[src/rtl/psum_route_ctrl.sv]
// Route-select sequencer ahead of the PE split stage: each accepted partial sum is tagged
// recirculate (01) or final (10) and held with its tag in one registered output slot.
module psum_route_ctrl #(
    parameter int WIDTH    = 8,
    parameter int MAX_TAPS = 5,
    parameter int MAX_OUTS = 16,
    localparam int TW      = $clog2(MAX_TAPS + 1),
    localparam int OW      = $clog2(MAX_OUTS + 1)
) (
    input  logic             clk,
    input  logic             rst,
    input  logic             start,
    input  logic [TW-1:0]    cfg_taps,
    input  logic [OW-1:0]    cfg_outs,
    input  logic             in_valid,
    output logic             in_ready,
    input  logic [WIDTH-1:0] in_data,
    output logic             out_valid,
    input  logic             out_ready,
    output logic [WIDTH-1:0] out_data,
    output logic [1:0]       out_sel,
    output logic             busy,
    output logic             done
);

    // Handshakes: a transfer happens on a rising clk edge where valid && ready are both high;
    // a valid source holds data stable until that edge and never waits on ready to raise valid.

    typedef enum logic [1:0] {IDLE, RUN, DRAIN, DONE} state_t;

    state_t        state;
    state_t        state_d;
    logic [TW-1:0] taps_q;
    logic [TW-1:0] tap_cnt;
    logic [OW-1:0] outs_q;
    logic [OW-1:0] out_cnt;
    logic          accept;
    logic          out_fire;
    logic          last_tap;
    logic          last_out;

    function automatic logic [TW-1:0] clamp_taps(input logic [TW-1:0] v);
        if (v == '0)
            return TW'(1);
        else if (v > TW'(MAX_TAPS))
            return TW'(MAX_TAPS);
        else
            return v;
    endfunction

    function automatic logic [OW-1:0] clamp_outs(input logic [OW-1:0] v);
        if (v == '0)
            return OW'(1);
        else if (v > OW'(MAX_OUTS))
            return OW'(MAX_OUTS);
        else
            return v;
    endfunction

    // Single-entry slot with full throughput: a full slot that is draining may reload at once.
    assign in_ready = (state == RUN) && (!out_valid || out_ready);
    assign accept   = in_valid && in_ready;
    assign out_fire = out_valid && out_ready;
    assign last_tap = (tap_cnt == taps_q - TW'(1));
    assign last_out = (out_cnt + OW'(1) == outs_q);

    always_comb begin
        state_d = state;
        busy    = 1'b0;
        done    = 1'b0;
        case (state)
            IDLE: begin
                if (start)
                    state_d = RUN;
            end
            RUN: begin
                busy = 1'b1;
                if (accept && last_tap && last_out)
                    state_d = DRAIN;
            end
            DRAIN: begin
                busy = 1'b1;
                if (!out_valid || out_ready)
                    state_d = DONE;
            end
            DONE: begin
                done    = 1'b1;
                state_d = IDLE;
            end
            default: state_d = IDLE;
        endcase
    end

    always_ff @(posedge clk or posedge rst) begin
        if (rst) begin
            state   <= IDLE;
            taps_q  <= TW'(1);
            outs_q  <= OW'(1);
            tap_cnt <= '0;
            out_cnt <= '0;
        end else begin
            state <= state_d;
            if (state == IDLE && start) begin
                taps_q <= clamp_taps(cfg_taps);
                outs_q <= clamp_outs(cfg_outs);
            end
            if (state == DONE) begin
                tap_cnt <= '0;
                out_cnt <= '0;
            end else if (accept) begin
                if (last_tap) begin
                    tap_cnt <= '0;
                    out_cnt <= out_cnt + OW'(1);
                end else begin
                    tap_cnt <= tap_cnt + TW'(1);
                end
            end
        end
    end

    // Data and its route select always load together so the split sees them as one transfer.
    always_ff @(posedge clk or posedge rst) begin
        if (rst) begin
            out_valid <= 1'b0;
            out_data  <= '0;
            out_sel   <= 2'b00;
        end else if (accept) begin
            out_valid <= 1'b1;
            out_data  <= in_data;
            out_sel   <= last_tap ? 2'b10 : 2'b01;
        end else if (out_fire) begin
            out_valid <= 1'b0;
        end
    end

endmodule

[config.mk]
export PLATFORM = sky130hd
export DESIGN_NAME = psum_route_ctrl
export DESIGN_NICKNAME = d
export VERILOG_FILES = /design/src/rtl/psum_route_ctrl.sv
export SDC_FILE = /design/constraint.sdc
export NUM_CORES = 1
export LEC_CHECK = 0
export ABC_CLOCK_PERIOD_IN_PS = 2600
export CAP_MARGIN = 20
export CORE_UTILIZATION = 50
export DETAILED_ROUTE_END_ITERATION = 6
export DONT_BUFFER_PORTS = 1
export GPL_ROUTABILITY_DRIVEN = 0
export GPL_TIMING_DRIVEN = 0
export HOLD_SLACK_MARGIN = 0.03
export PLACE_DENSITY = 0.73
export REMOVE_ABC_BUFFERS = 1
export SLEW_MARGIN = 20
export SYNTH_ARGS = -nofsm -noshare
export SYNTH_HDL_FRONTEND = slang
export SYNTH_SLANG_ARGS = --single-unit
[constraint.sdc]
create_clock -name clk -period 2.6 [get_ports clk]
set_clock_uncertainty 0.1 [all_clocks]
set_input_delay 0.78 -clock clk [delete_from_list [all_inputs] [get_ports clk]]
set_output_delay 0.78 -clock clk [all_outputs]
set_load 0.05 [all_outputs]
==> out/metrics.yaml <==
run_status:
  outcome: "finished with violations"
  violations: "design-rule violations"
timing:
  setup_slack_ns: 0.0805
  maxSlewHeadroom_pct: 44.6
  fin_crit_sh_pct: 96.9
  setup_viol: 0
  slew_viol_final: 0
  hold_viol: 0
  worst_slew_pin_slew_ns: 0.831
  rsz0062_at_grt: "false"
  min_period_ns: 2.52
  max_freq_mhz: 397
synthesis:
  netlist_top_cells_area: "dfrtp_1 (45%), nand2_1 (8.2%), ha_1 (6.7%)"
  ys_seq_area_share_pct: 48.5
  yosysMostFrequentCell: "nand2_1"
  synth_edf_count: 0
  synth_seq_cells: 29
  synth_top_area_cell: "dfrtp_1"
  ys.warnings.count: 0
  syn_area_um2: 1500
  yosysTopAreaCellShare_pct: 45.0
  synth.distinct_cells: 34
  synthFlopType: "dfrtp_1"
  avgSynthCellArea_um2: 9.82
  synthCells: 153
  async_flop_share_pct: 100
  synth_commonest_cells: "nand2_1 (33), dfrtp_1 (27), nor2_1 (11)"
floorplanning:
  die_area_um2: 3230
  die_h_um: 56.8
  row_count: 19
  coreArea_um2: 2810
  chipWidth_um: 56.8
  start_util_pct: 53.6
  io_pins: 35
clock_network:
  clk_path_buf_depth: 2
  post_cts_buffers: 0
  clk_latency_ns: 0.34
  cts_tree: "yes"
  root_buffer: "clkbuf_4"
  clkTransAtPathRegs_ns: 0.09
  ctsHoldBuffers: 0
  cts_buffers: 5
  htree_levels: 2
  cts.sinks: 29
  post_cts_resized: 0
global_route:
  grt_pass1_wl_um: 4570
  grt_max_degree: 30
  track_usage_pct: 18.9
  grtUsageMet3_pct: 6.68
  met2_usage_pct: 33.8
  grt_use_met1_pct: 20.3
  busiest_layer: "met2"
  antenna_found_initial: 0
  grt_pass1_vias: 1114
  overflow: 0
setup_path:
  crit_chain: "nand2b_1, and2_1"
  worst_path_max_delay_cell: "dfrtp_1"
  crit_type: "register to output port"
  path_buf_inv: 0
  startpoint_type: "register"
  critPathMaxFanout: 5
  required_ns: 1.72
  endpoint_kind: "output port"
  critical-path-max-stage-delay_ns: 0.57
  arrival_ns: 1.64
  r2r.worst_path.cells: 5
  crit_family: "simple AND/OR/NAND/NOR gates"
  critical_path_depth: 2
route:
  drc: 4
  drt-total-wl_um: 2630
  vias: 1031
  avgRoutedWirePerCell_um: 14.2
  dr.first_iter.drc_count: 24
  viasPerCell: 5.54
  drtAntennaViolNets: 0
  firstDrtPassIters: 6
final_layout:
  antenna_cells: 0
  area_growth_pct: 5.66
  design_area_um2: 1590
  nNetsFinal: 183
  layout-drive-gt1-share_pct: 11.0
power:
  ir_drop_uv: 809
  p_leak_nw: 0.793
  powerDensity_nw_per_um2: 1380
min_path:
  hp-class: "primary input to asynchronous set/reset pin"
place:
  io_buffers: 0
  place_area_um2: 1520
  pre_cts_ws_ns: -0.00384
  hpwl_um: 1930
flow_run:
  maxCapViolCount: 0
[through the flow]
step	TNS [ns]	std cells	util (%)	power, mW	hold slack, ns
6_report	0	186	56.6	2.18	0.281
5_1_grt	0	186	56.6	2.34	0.321
4_1_cts	0	186	56.6	2.21	0.389
3_5_place_dp	-0.00384	178	54.1	1.89	0.379
3_3_place_gp	0	178	54.1	1.84	0.371
2_1_floorplan	0	147	-	1.74	0.350
[cells by family after synthesis]
| kind of cell | count (synthesis) | synth area share, % |
|---|---|---|
| adders and majority gates | 8 | 6.66 |
| buffers and inverters | 14 | 3.58 |
| DFF | 29 | 48.5 |
| muxes | 5 | 3.58 |
| and+or+nand+nor | 67 | 21.0 |
| xor gates and xnor gates | 15 | 9.83 |
| AOI/OAI and AO/OA | 15 | 6.91 |
[state kept, by name, summed over array words and instances (netlist names)]
| name | count |
|---|---|
| tap_cnt | 3 |
| taps_q | 3 |
| state | 2 |
| outs_q | 5 |
| out_data | 8 |
| out_sel | 2 |
| out_valid | 1 |
| out_cnt | 5 |
[final timing paths]
check                      startpoint          end  slack [ns]
hold / removal                    rst  out_data[3]        0.28
hold reg to reg             outs_q[0]    outs_q[0]        0.39
setup / recovery            out_valid     in_ready        0.08
min in group clk            outs_q[0]    outs_q[0]        0.39
max in group asynchronous         rst    outs_q[1]        1.73
setup reg to reg            out_valid     state[1]        0.18
[area by class of cell]
cell class,count,area [um2]
inverter,8,30.0
clock inverter,1,5.00
tap,31,38.8
fill,255,1220
multi-input combinational,110,721
sequential,29,728
clock buffer,7,65.1
[cell usage in the layout, fill, tap and decap left out, types with 2 or more instances in the layout]
cell type and count:
dfstp_2 2, mux2i_1 2, nor2_1 11, nor3_1 4
o22ai_1 2, and3_1 2, ha_1 8, dfrtp_1 27
nand2_1 33, clkbuf_4 5, a21oi_1 3, mux2_2 2
o21ai_0 5, inv_1 7, and2_1 3, nand2b_1 5
clkbuf_8 2, xnor2_1 7, nand3_1 3, xor2_1 7
[metal layers]
| metal | wire length [um] | up-vias |
|---|---|---|
| met5 | 0 | - |
| met4 | 45 | 0 |
| met3 | 141 | 4 |
| met2 | 1350 | 24 |
| met1 | 1100 | 507 |
| li1 | - | 496 |
[where the power goes]
group,internal [mW],switching (mW),leakage (nW),total (mW)
combinational,0.315,0.503,0.385,0.818
clock,0.156,0.159,0.0413,0.316
sequential,0.630,0.420,0.367,1.05
total,1.10,1.08,0.793,2.18
[worst register-to-register path, cell delays in order (launching register included)]
cell,delay [ns]
dfrtp_1,0.57
nand2b_1,0.26
and3_1,0.55
a41oi_2,0.22
a211oi_2,0.26
mux2_1,0.35
(Power assumes the default switching activity.)
